==> config.mk <==
export PLATFORM = sky130hd
export DESIGN_NAME = rr_arb_apb_master
export DESIGN_NICKNAME = d
export VERILOG_FILES = /design/src/rtl/rr_arb_apb_master.sv
export SDC_FILE = /design/constraint.sdc
export NUM_CORES = 1
export LEC_CHECK = 0
export BUFFER_PORTS_ARGS = -buffer_cell sky130_fd_sc_hd__clkbuf_2
export CORE_AREA = 5 5 157 159
export DETAILED_ROUTE_END_ITERATION = 12
export DIE_AREA = 0 0 162 164
export PLACE_DENSITY = 0.59
export SETUP_SLACK_MARGIN = 0.4
export SLEW_MARGIN = 20
export SYNTH_ARGS = -nofsm -noshare
export SYNTH_HDL_FRONTEND = slang
export SYNTH_SLANG_ARGS = --single-unit
==> constraint.sdc <==
create_clock -name clk -period 2.3 [get_ports clk]
set_input_delay 0.69 -clock clk [delete_from_list [all_inputs] [get_ports clk]]
set_output_delay 0.69 -clock clk [all_outputs]
set_load 0.02 [all_outputs]
==> src/rtl/rr_arb_apb_master.sv <==
// Purpose : round-robin arbiter over 4 request FIFOs feeding a single APB master port.
// Latency : pop at N, SETUP at N+1, ACCESS from N+2, completion strobe one cycle after pready.
// Backpressure: pops only in IDLE; ACCESS stretches on pready=0, so no FIFO is popped until the transfer ends.
//
// Ports:
//   clk, reset (async, active-low)
//   empty_in / pop_out                      : per-FIFO empty flags in, one-hot pop strobe out
//   req_addr_in / req_wdata_in / req_write_in: FIFO heads, 32-bit slice per FIFO, sampled in the pop cycle
//   paddr, psel, penable, pwrite, pwdata,
//   pready, prdata, pslverr                 : APB master interface
//   rsp_valid_out, rsp_id_out,
//   rsp_rdata_out, rsp_err_out              : one-cycle completion report
// Optional build macro ARB_TIMEOUT_EN: abort an ACCESS phase after TIMEOUT_CYC cycles
// without pready and report it as an error completion.
module rr_arb_apb_master #(
  parameter int NUM_REQ     = 4,
  parameter int TIMEOUT_CYC = 16
) (
  input  logic                   clk,
  input  logic                   reset,
  input  logic [NUM_REQ-1:0]     empty_in,
  output logic [NUM_REQ-1:0]     pop_out,
  input  logic [32*NUM_REQ-1:0]  req_addr_in,
  input  logic [32*NUM_REQ-1:0]  req_wdata_in,
  input  logic [NUM_REQ-1:0]     req_write_in,
  output logic [31:0]            paddr,
  output logic                   psel,
  output logic                   penable,
  output logic                   pwrite,
  output logic [31:0]            pwdata,
  input  logic                   pready,
  input  logic [31:0]            prdata,
  input  logic                   pslverr,
  output logic                   rsp_valid_out,
  output logic [1:0]             rsp_id_out,
  output logic [31:0]            rsp_rdata_out,
  output logic                   rsp_err_out
);

  // The pointer/id widths below are hard-wired for four requesters.
  if (NUM_REQ != 4 || TIMEOUT_CYC < 1) begin : g_param_check
    $error("rr_arb_apb_master: NUM_REQ must be 4 and TIMEOUT_CYC must be >= 1");
  end

  localparam logic [1:0] IDLE   = 2'b00;
  localparam logic [1:0] SETUP  = 2'b01;
  localparam logic [1:0] ACCESS = 2'b10;

  logic [1:0] state;
  logic [1:0] ptr;      // round-robin priority pointer: first index searched
  logic [1:0] cur_id;   // requester owning the transfer in flight
  logic [1:0] win;
  logic [1:0] idx;
  logic       found;
  logic       grant;
  logic       to_hit;   // ACCESS phase abandoned this cycle

  // Rotating search from ptr; the 2-bit add wraps naturally modulo 4.
  always_comb begin
    win   = 2'd0;
    found = 1'b0;
    idx   = 2'd0;
    for (int k = 0; k < 4; k++) begin
      idx = ptr + 2'(k);
      if (!found && !empty_in[idx]) begin
        win   = idx;
        found = 1'b1;
      end
    end
  end

  // Only IDLE may grant, so empty_in activity during a transfer has no effect.
  assign grant   = (state == IDLE) && found;
  assign pop_out = grant ? (4'b0001 << win) : 4'b0000;
  assign psel    = (state == SETUP) || (state == ACCESS);
  assign penable = (state == ACCESS);

`ifdef ARB_TIMEOUT_EN
  localparam int TO_W = $clog2(TIMEOUT_CYC + 1);

  // Counts ACCESS cycles that ended without pready; restarted on every grant.
  logic [TO_W-1:0] to_cnt;

  assign to_hit = (state == ACCESS) && !pready && (to_cnt == TO_W'(TIMEOUT_CYC - 1));

  always_ff @(posedge clk or negedge reset) begin
    if (!reset) begin
      to_cnt <= '0;
    end else if (grant) begin
      to_cnt <= '0;
    end else if ((state == ACCESS) && !pready && !to_hit) begin
      to_cnt <= to_cnt + 1'b1;
    end
  end
`else
  assign to_hit = 1'b0;
`endif

  always_ff @(posedge clk or negedge reset) begin
    if (!reset) begin
      state         <= IDLE;
      ptr           <= 2'd0;
      cur_id        <= 2'd0;
      paddr         <= 32'd0;
      pwdata        <= 32'd0;
      pwrite        <= 1'b0;
      rsp_valid_out <= 1'b0;
      rsp_id_out    <= 2'd0;
      rsp_rdata_out <= 32'd0;
      rsp_err_out   <= 1'b0;
    end else begin
      rsp_valid_out <= 1'b0;
      case (state)
        IDLE: begin
          if (grant) begin
            state  <= SETUP;
            ptr    <= win + 2'd1;
            cur_id <= win;
            paddr  <= req_addr_in[{win, 5'd0} +: 32];
            pwdata <= req_wdata_in[{win, 5'd0} +: 32];
            pwrite <= req_write_in[win];
          end
        end
        SETUP: begin
          state <= ACCESS;
        end
        ACCESS: begin
          if (pready) begin
            state         <= IDLE;
            rsp_valid_out <= 1'b1;
            rsp_id_out    <= cur_id;
            rsp_rdata_out <= pwrite ? 32'd0 : prdata;
            rsp_err_out   <= pslverr;
          end else if (to_hit) begin
            state         <= IDLE;
            rsp_valid_out <= 1'b1;
            rsp_id_out    <= cur_id;
            rsp_rdata_out <= 32'd0;
            rsp_err_out   <= 1'b1;
          end
        end
        default: begin
          state <= IDLE;
        end
      endcase
    end
  end

endmodule

==> impl_metrics.tcl, run 1 <==
set metrics [dict create \
    ir_worst_vdd_v 0.0005131 \
    hold_violations 0 \
    final_area_sq_mm 0.009678 \
    met1_usage_pct 23.83 \
    viasPerCell 5.032 \
    yosysUniqueCellTypes 32 \
    violations "negative setup slack" \
    totalWireLength_um 27020 \
    ios 407 \
    cts_tree "done" \
    syn_inst 643 \
    ctsRootBufferMaster "clkbuf_16" \
    setup_viol 34 \
    hpwl_um 19250 \
    finalPower_w 0.01289 \
    synth_async_sr_flop_share_pct 100.0 \
    netlist_area_sq_mm 0.006160 \
    core-area_sq_mm 0.02312 \
    grt_pass1_vias 7280 \
    synth.top_cell.area_share_pct 43.47 \
    required_ns 1.61 \
    syn_to_final_growth_pct 57.12 \
    synth.most_common_cell "dfrtp_1" \
    ys_seq_elements 107 \
    rows 56 \
    yosysTopAreaCell "dfrtp_1" \
    clock_sinks 107 \
    cts_hold_buffers 0 \
    crit_fanout 3 \
    fin_skew_ns 0.01183 \
    cap_violations 0 \
    end_kind "output port" \
    power.leakage_nw 4.863 \
    drc 0 \
    final_nets 1363 \
    status "finished, violations left" \
    start_util_pct 26.64 \
    rsz0062_at_grt "yes" \
    detail_route.first_pass.iterations 4 \
    gr-total-overflow 0 \
    stdcell_count 1356 \
    fmax_ghz 0.4106 \
    die_h_um 164 \
    antenna_found_initial 2 \
    vias 6823 \
    grt_max_degree 103 \
    numCtsBuffers 9 \
    ys_warn_count 0 \
    die-area_sq_mm 0.02657 \
    hold_class "input port to async pin" \
    dp.cells 1313 \
    startpoint_type "flip-flop" \
    clkLatencyLatePin_ns 0.36 \
    avgSynthCellArea_sq_um 9.580 \
    final_max_slew_viol_count 0 \
    drt_iter0_drc 389 \
    synth.top_cells.by_count "107 x dfrtp_1, 99 x o21ai_0, 69 x a21oi_1, 65 x a221o_1, 65 x nand3_1" \
    arrival_ns 1.75 \
    fin_ws_ns -0.1354 \
    grtUsageMet2_pct 33.73 \
    busiest_layer "met2" \
    met3_usage_pct 5.445 \
    p_sw_share_pct 43.62 \
    cts_buffer_depth 2 \
    clock_power_share_pct 12.8 \
    portBuffers 406 \
    place_ws_ns -0.1225 \
    h-tree-depth 3 \
    synth_ff_type "dfrtp_1" \
    power.switching_w 0.005623 \
    clk_pin_slew_ns 0.08 \
    path_class "flip-flop to output port" \
    drive_above_1_share_pct 53.90 \
    fin_setup_tns_ns -1.319 \
    placed_area_sq_mm 0.008808 \
    gp_congestion 0.7788 \
    synth_edf_count 0 \
    die_x_um 162 \
    yosys-top-cells-area "dfrtp_1 43%, a221o_1 11%, mux2_2 9.5%" \
    finalCriticalPeriod_ns 2.435 \
    ant_nets 0 \
    worst_pin_slew_ns 0.6083 \
    wl_per_cell_um 19.93 \
    ys_seq_area_share_pct 43.47 \
    internal_power_w 0.007266 \
    grt_pass1_wl_um 40670 \
    syn_nets 946 \
    fin_crit_sh_pct 105.9 \
    pwr-share-comb_pct 61.5 \
    slew_headroom_pct 59.45 \
    grt_util_all_layers_pct 19.56 \
    p_per_area_mw_per_mm2 1332 \
    seqPwrFrac_pct 25.7 \
]
==> layout by cell type, fill, tap and decap left out, types with 6 or more instances in the layout <==
cell and count:
mux2_4 11, a221o_1 65, buf_4 40, buf_6 6, clkbuf_2 399, nand2_1 36
buf_16 8, mux2_1 6, buf_12 11, nand2b_1 33, clkbuf_16 9, o21ai_0 99
dfrtp_1 107, nand3_1 65, mux2_2 52, a21oi_1 68
==> worst paths after layout <==
check	start	endpoint	slack [ns]	cells past startpoint
max reg2reg	ptr[1]	paddr[13]	-0.08	9
min in group clk	cur_id[1]	cur_id[1]	0.48	1
min	reset	rsp_rdata_out[28]	0.13	1
max	ptr[1]	pop_out[2]	-0.14	6
min reg2reg	cur_id[1]	cur_id[1]	0.48	1
max in group asynchronous	reset	paddr[6]	1.37	2
==> final cells by class <==
| type | count | area, sq um |
|---|---|---|
| diodes | 1 | 2.502 |
| clock buffers | 10 | 229.0 |
| clock inverters | 6 | 72.57 |
| fillers | 2318 | 13440 |
| inverters | 4 | 15.01 |
| multi-input cells | 465 | 3329 |
| flip-flops and latches | 107 | 2678 |
| well taps | 290 | 362.8 |
| repair buffers | 473 | 2989 |
==> logic make-up after synthesis <==
group,count (synthesis),share of synthesized area [%]
simple gates,150,12.15
fa+ha+maj,3,0.6094
flops,107,43.47
xor+xnor,1,0.1422
buf+inv,71,5.017
mux,69,13.22
compound gates,242,25.39
==> worst max-delay path, cell delays in order, from the launching register on <==
cell and delay, ns:
dfrtp_1 0.41, buf_6 0.12, or2_4 0.23, a21oi_4 0.18
nor2_4 0.08, nor3_4 0.19, clkbuf_8 0.17
==> state kept, by name, indices dropped and copies added (netlist names) <==
register	flops
pwrite	1
paddr	32
ptr	2
pwdata	32
state	2
rsp_id_out	2
cur_id	2
rsp_err_out	1
rsp_valid_out	1
rsp_rdata_out	32
==> through the flow <==
step           hold slack, ns  utilization (%)
4_1_cts                0.1068            41.70
6_report               0.1255            41.86
3_5_place_dp           0.4622            38.10
2_1_floorplan          0.3944                -
3_3_place_gp           0.4597            38.10
5_1_grt                0.1084            41.86
==> power by group through the flow <==
stage          registers [W]  logic, W  clock network, W
2_1_floorplan        0.00431   0.00339                 0
3_3_place_gp         0.00332   0.00687                 0
3_5_place_dp         0.00332   0.00699                 0
4_1_cts              0.00331   0.00794           0.00171
5_1_grt              0.00343   0.00852           0.00177
6_report             0.00331   0.00793           0.00165
==> layer usage <==
metal	part of all wire (%)	routed length, um	up-vias
met5	0	0	-
met4	2.1	579	0
met3	8.3	2239	39
met2	49	13190	349
met1	41	11010	3197
li1	-	-	3238
==> timing repair <==
item | in CTS | in global routing
resized for setup | 36 | 5
pin swaps | 11 | 2
setup endpoints to repair | 71 | 71
cloned | 9 | 0
buffers inserted | 14 | 3
No activity file was read; power rests on OpenSTA's default activity.
==> run 2: changes to the inputs <==
--- a/config.mk
+++ b/config.mk
@@ -5,11 +5,13 @@
 export SDC_FILE = /design/constraint.sdc
 export NUM_CORES = 1
 export LEC_CHECK = 0
+export ABC_AREA = 1
 export BUFFER_PORTS_ARGS = -buffer_cell sky130_fd_sc_hd__clkbuf_2
-export CORE_AREA = 5 5 157 159
+export CORE_AREA = 5 5 153 155
 export DETAILED_ROUTE_END_ITERATION = 12
-export DIE_AREA = 0 0 162 164
-export PLACE_DENSITY = 0.59
+export DIE_AREA = 0 0 158 160
+export GPL_TIMING_DRIVEN = 0
+export PLACE_DENSITY = 0.68
 export SETUP_SLACK_MARGIN = 0.4
 export SLEW_MARGIN = 20
 export SYNTH_ARGS = -nofsm -noshare
==> run 2 against run 1 <==
Combinational power up 120%. Global-route usage up 3.7 points. Clock power barely moved. Maximum frequency down 17%. First-iteration DRC count grew 60%. Sequential power up 2%. The run still ends with negative setup slack left.
==> impl_metrics.tcl, run 2 <==
set metrics [dict create \
    status "finished, violations left" \
    violations "negative setup slack" \
    worst_path_max_delay_cell "dfrtp_2" \
    finalCriticalPeriod_ns 2.938 \
    ys_seq_elements 107 \
    totalWireLength_um 32350 \
    final_max_slew_viol_count 0 \
    synth.top_cells.by_count "421 x nand2_1, 241 x nand3_1, 220 x inv_1, 107 x dfrtp_1, 38 x o21ai_0" \
    ios 407 \
    max_stage_delay_ns 0.46 \
    synth_top_family_by_area "simple AND/OR/NAND/NOR gates" \
    seqPwrFrac_pct 15.0 \
    synth_xor_area_share_pct 0 \
    yosysTopAreaCell "dfrtp_1" \
    avgSynthCellArea_sq_um 6.244 \
    die_x_um 158 \
    h-tree-depth 3 \
    busiest_layer "met2" \
    path_class "flip-flop to output port" \
    final_cell_mix "404 x clkbuf_2, 354 x nand2_1, 211 x inv_1" \
    synth-simple-area-share_pct 43.68 \
    p_per_area_mw_per_mm2 1863 \
    worst_pin_slew_ns 0.5988 \
    r2r_cells 18 \
    drt_iter0_drc 623 \
    yosysUniqueCellTypes 25 \
    startpoint_type "flip-flop" \
    grtUsageMet2_pct 38.00 \
    regArea_sq_mm 0.002680 \
    gp_congestion 0.9292 \
    crit_fanout 7 \
    wl_per_cell_um 16.68 \
    synth_edf_count 0 \
    required_ns 1.61 \
    ant_nets 0 \
    reg_top3 "paddr: 32 flops, pwdata: 32 flops, rsp_rdata_out: 32 flops" \
    fin_ws_ns -0.6379 \
    viasPerCell 4.752 \
    hpwl_um 23700 \
    syn_to_final_growth_pct 64.29 \
    clk_pin_slew_ns 0.08 \
    synth.most_common_cell "nand2_1" \
    ir_worst_vdd_v 0.0007639 \
    die_h_um 160 \
    clock_sinks 107 \
    met1_usage_pct 31.67 \
    p_sw_share_pct 50.13 \
    r2r_start "ptr[0]" \
    fmax_ghz 0.3404 \
    netlist_area_sq_mm 0.007387 \
    muxShareOfSynthArea_pct 0 \
    synthAdderAreaFrac_pct 0.5081 \
    slew_headroom_pct 60.08 \
    multiInputGateArea_sq_mm 0.004417 \
    grt_max_degree 57 \
    fillers 2108 \
    holdWs_ns 0.2745 \
    cts_tree "done" \
    synth_compound_area_share_pct 3.218 \
    yosys-top-cells-area "dfrtp_1 36%, nand2_1 21%, nand3_1 16%" \
    cts_buffer_depth 2 \
    die-area_sq_mm 0.02528 \
    vias 9218 \
    met3_usage_pct 3.627 \
    arrival_ns 2.25 \
    path_cells "inv_4, buf_12, nand2_2, nand2_2, nand2_2, nand2_4, nand4_1, nand2_2, nand2_4, buf_12, buf_12, inv_4, nand3_4, inv_2, buf_8" \
    gr-total-overflow 0 \
    diodes 0 \
    power.switching_w 0.01134 \
    end_kind "output port" \
    clock_power_share_pct 7.2 \
    clkLatencyLatePin_ns 0.36 \
    portBuffers 406 \
    pwr-share-comb_pct 77.8 \
    fin_setup_tns_ns -11.91 \
    synth_ff_type "dfrtp_1" \
    rsz0062_at_grt "yes" \
    final_nets 1958 \
    synth_async_sr_flop_share_pct 100.0 \
    syn_nets 1486 \
    crit_path_frequent_cell "nand2_2" \
    numCtsBuffers 9 \
    ys_seq_area_share_pct 36.25 \
    core-area_sq_mm 0.02169 \
    cap_violations 0 \
    drive_above_1_share_pct 45.30 \
    hold_class "input port to async pin" \
    ctsRootBufferMaster "clkbuf_16" \
    rrSetupSlack_ns -0.26 \
    fin_skew_ns 0.01000 \
    grt_pass1_vias 8573 \
    setup_viol 69 \
    ys_warn_count 0 \
    layout_commonest_cell "clkbuf_2" \
    syn_inst 1183 \
    power.leakage_nw 7.307 \
    drc 0 \
    hold_violations 0 \
    synth.top_cell.area_share_pct 36.25 \
    internal_power_w 0.01128 \
    start_util_pct 34.06 \
    detail_route.first_pass.iterations 5 \
    antenna_found_initial 0 \
    fin_crit_sh_pct 127.7 \
    grt_util_all_layers_pct 23.23 \
    grt_pass1_wl_um 46250 \
    rows 54 \
    r2r_end "pwdata[31]" \
]
[run 2: cell count changes after synthesis, sizes merged, moves of 23 or more]
| cell | change |
|---|---|
| o21ai | -61 |
| a21oi | -66 |
| a221o | -65 |
| inv | +220 |
| clkbuf | -23 |
| buf | +27 |
| mux2 | -69 |
| or2 | +55 |
| nand2b | -33 |
| nand2 | +386 |
| nand3 | +177 |
[run 2: through the flow]
stage               area, sq um  util (%)  setup slack [ns]  instances  power, W
floorplan                  7626         -           -0.1849       1183   0.01179
CTS                       11240     51.83           -0.6174       1919   0.02035
global route              12140     55.96           -0.6998       1940   0.02422
global placement          10010     46.15            -1.194       1869   0.01549
detailed placement        10040     46.31           -0.8562       1870   0.01564
finish                    12140     55.96           -0.6379       1940   0.02261
[run 2: power groups by stage]
stage / clock network, W / registers [W] / logic, W
finish: 0.00163 / 0.00338 / 0.0176
global placement: 0 / 0.00338 / 0.0121
global route: 0.00175 / 0.00348 / 0.0190
floorplan: 0 / 0.00431 / 0.00748
detailed placement: 0 / 0.00339 / 0.0123
CTS: 0.00168 / 0.00338 / 0.0153
[run 2: final cells by class]
type                    count  share of cell area (%)
multi-input cells         781                   36.39
well taps                 280                   2.887
repair buffers            461                   23.13
flip-flops and latches    107                   22.08
plain buffers              71                   5.773
inverters                 224                   7.217
clock buffers               9                   1.856
clock inverters             7                  0.6598
[run 2: timing repair]
item | 4_1_cts | 5_1_grt
gates cloned | 10 | 6
hold buffers | 0 | 0
pin swaps | 47 | 78
endpoints found under the setup margin | 86 | 85
buffers inserted | 23 | 15
gates resized for setup | 121 | 189
[run 2: cells by family after synthesis]
logic type,after synthesis
compound gates,45
fa+ha+maj,3
buf+inv,295
flops,107
simple gates,733
[run 2: how the worst max path moves through the flow]
stage,slack [ns],endpoint,cells after the start,start
3_5_place_dp,-0.86,pop_out[0],13,empty_in[2]
3_3_place_gp,-1.19,rsp_rdata_out[15],1,reset
4_1_cts,-0.62,pop_out[1],15,ptr[0]
6_report,-0.64,pop_out[1],15,ptr[0]
2_1_floorplan,-0.18,pop_out[3],11,empty_in[2]
5_1_grt,-0.70,pop_out[0],14,ptr[0]
[run 2: worst max-delay path, delay by kind of cell (launching register included)]
family | cells | cell delay [ns]
flops | 1 | 0.46
simple gates | 8 | 0.73
buf+inv | 7 | 0.69
[run 2: per-layer routing]
layer  wire length (um)  vias to the layer above
met1              13620                     4262
met3               2157                       51
met2              15750                      385
met4                825                        0
met5                  0                        -
li1                   -                     4520
==> run 3: changes to the inputs <==
--- a/config.mk
+++ b/config.mk
@@ -11,7 +11,7 @@
 export DETAILED_ROUTE_END_ITERATION = 12
 export DIE_AREA = 0 0 158 160
 export GPL_TIMING_DRIVEN = 0
-export PLACE_DENSITY = 0.68
+export PLACE_DENSITY = 0.66
 export SETUP_SLACK_MARGIN = 0.4
 export SLEW_MARGIN = 20
 export SYNTH_ARGS = -nofsm -noshare
==> constraint.sdc (replaced) <==
create_clock -name clk -period 2.87 [get_ports clk]
set_input_delay 0.861 -clock clk [delete_from_list [all_inputs] [get_ports clk]]
set_output_delay 0.861 -clock clk [all_outputs]
set_load 0.02 [all_outputs]
==> run 3 against run 2 <==
Critical path depth fell by 3. Power down 35%. The flow still finishes with violations (negative setup slack). Global-route usage up 0.72 points. Clock power decreased by 20%. First-iteration DRC count decreased by 6.6%. Sequential cell count is the same. Via count is 2.6% lower. Sequential share of layout area rose by 2.9 points. Largest power group unchanged. Critical endpoint is now pop_out[0]. Cell count decreased by 1.6%. Die area is the same. Register-to-register slack gained 0.81 ns.
==> impl_metrics.tcl, run 3 (synthesized netlist as in run 2, its figures left out) <==
set metrics [dict create \
    path_cells "clkinvlp_4, nand2_4, nand3_4, nand2_4, nand3_4, nor2_4, nand2_1, nand2_4, buf_6, buf_8, nor2_4, clkbuf_8" \
    rows 54 \
    drc 0 \
    worst_pin_slew_ns 0.5867 \
    multiInputGateArea_sq_mm 0.003672 \
    violations "negative setup slack" \
    fin_setup_tns_ns -1.044 \
    layout_commonest_cell "nand2_1" \
    crit_path_start "ptr[0]" \
    vias 8977 \
    final_cell_mix "407 x nand2_1, 403 x clkbuf_2, 236 x nand3_1" \
    fillers 2322 \
    finalCriticalPeriod_ns 3.149 \
    worst_path_max_delay_cell "dfrtp_2" \
    portBuffers 406 \
    fmax_ghz 0.3176 \
    cts_hold_buffers 0 \
    internal_power_w 0.006883 \
    fin_util_pct 49.45 \
    wl_per_cell_um 16.28 \
    final_nets 1927 \
    grt_max_degree 75 \
    ant_nets 0 \
    hpwl_um 24570 \
    diodes 0 \
    ir_worst_vdd_v 0.0007062 \
    grt_util_all_layers_pct 23.95 \
    power.switching_w 0.007801 \
    fin_crit_sh_pct 109.7 \
    path_class "flip-flop to output port" \
    crit_end "pop_out[0]" \
    r2r_start "ptr[0]" \
    rsz0062_at_grt "yes" \
    power.leakage_nw 6.690 \
    fin_skew_ns 0.01133 \
    slew_headroom_pct 60.89 \
    gp_congestion 0.9670 \
    final_max_slew_viol_count 0 \
    ios 407 \
    status "finished, violations left" \
    seqPwrFrac_pct 18.6 \
    holdWs_ns 0.3987 \
    drive_above_1_share_pct 35.24 \
    regArea_sq_mm 0.002679 \
    die-area_sq_mm 0.02528 \
    hold_violations 0 \
    p_sw_share_pct 53.12 \
    setup_viol 4 \
    required_ns 2.01 \
    max_stage_delay_ns 0.51 \
    antenna_found_initial 0 \
    clock_power_share_pct 8.9 \
    detail_route.first_pass.iterations 6 \
    r2r_end "pwdata[17]" \
    fin_ws_ns -0.2789 \
    cap_violations 0 \
    crit_path_frequent_cell "nand2_4" \
    hold_class "input port to async pin" \
    numCtsBuffers 9 \
    grt_pass1_wl_um 47920 \
    gr-total-overflow 0 \
    grt_pass1_vias 8885 \
    ctsRootBufferMaster "clkbuf_16" \
    reg_top3 "paddr: 32 flops, pwdata: 32 flops, rsp_rdata_out: 32 flops" \
    cts_buffer_depth 2 \
    start_util_pct 34.06 \
    drt_iter0_drc 582 \
    clock_sinks 107 \
    clk_pin_slew_ns 0.09 \
    totalWireLength_um 31090 \
    h-tree-depth 3 \
    cts_tree "done" \
    syn_to_final_growth_pct 45.17 \
    viasPerCell 4.702 \
    end_kind "output port" \
    startpoint_type "flip-flop" \
    pwr-share-comb_pct 72.5 \
    die_h_um 160 \
    p_per_area_mw_per_mm2 1369 \
    place_ws_ns -0.7962 \
    arrival_ns 2.29 \
    core-area_sq_mm 0.02169 \
    die_x_um 158 \
    clkLatencyLatePin_ns 0.36 \
    r2r_cells 14 \
    crit_fanout 10 \
    rrSetupSlack_ns 0.55 \
]
[run 3: changes by cell type in the layout (fill, tap and decap cells not counted), sizes merged]
| cell | previous run | this run |
|---|---|---|
| buf | 108 | 75 |
| clkbuf | 433 | 435 |
| clkinv | 3 | 1 |
| clkinvlp | 1 | 2 |
| inv | 227 | 228 |
[run 3: worst min path at each step]
stage | endpoint | slack, ns | depth (start not counted)
floorplan | rsp_id_out[0] | 0.44 | 2
global placement | paddr[8] | 0.46 | 2
detailed placement | pwdata[20] | 0.47 | 2
CTS | rsp_rdata_out[16] | 0.40 | 1
global route | rsp_rdata_out[14] | 0.40 | 1
finish | rsp_rdata_out[14] | 0.40 | 1
[run 3: area by class of cell]
cell class / count / share of cell area [%]
multi-input cells: 781 / 34.24
repair inverters: 1 / 0.07000
clock buffers: 10 / 2.228
flip-flops and latches: 107 / 24.98
repair buffers: 430 / 21.55
inverters: 224 / 8.097
clock inverters: 6 / 0.5950
well taps: 280 / 3.267
plain buffers: 70 / 4.970
[run 3: routing by layer]
layer	vias up	track usage, %	share of wire [%]
met3	48	5.088	9.0
met2	413	41.23	49
met4	0	6.824	2.4
li1	4454	-	-
met5	-	0	0
met1	4062	30.12	40
[run 3: worst max-delay path, delay by kind of cell (launching register included)]
family,cells,cell delay [ns]
buffers and inverters,4,0.60
DFF,1,0.51
and+or+nand+nor,8,0.81
[run 3: per-stage QoR]
stage | instance area [sq um] | std cells | total power, W
6_report | 10720 | 1909 | 0.01468
5_1_grt | 10720 | 1909 | 0.01603
2_1_floorplan | 7496 | 1183 | 0.009150
3_3_place_gp | 9878 | 1869 | 0.01222
3_5_place_dp | 9915 | 1870 | 0.01234
4_1_cts | 10610 | 1908 | 0.01451
[run 3: timing repair]
| action | in CTS | in global routing |
|---|---|---|
| pin swaps | 26 | 3 |
| gates cloned | 2 | 0 |
| gates resized for setup | 52 | 69 |
| setup endpoints to repair | 35 | 68 |
| setup buffers | 20 | 2 |
| endpoints found under the hold margin | 0 | 0 |
[run 3: power by group through the flow]
stage / registers (W) / logic [W] / clock network, W
4_1_cts: 0.00273 / 0.0104 / 0.00135
5_1_grt: 0.00281 / 0.0118 / 0.00141
3_5_place_dp: 0.00271 / 0.00963 / 0
3_3_place_gp: 0.00272 / 0.00950 / 0
2_1_floorplan: 0.00345 / 0.00570 / 0
6_report: 0.00274 / 0.0106 / 0.00131
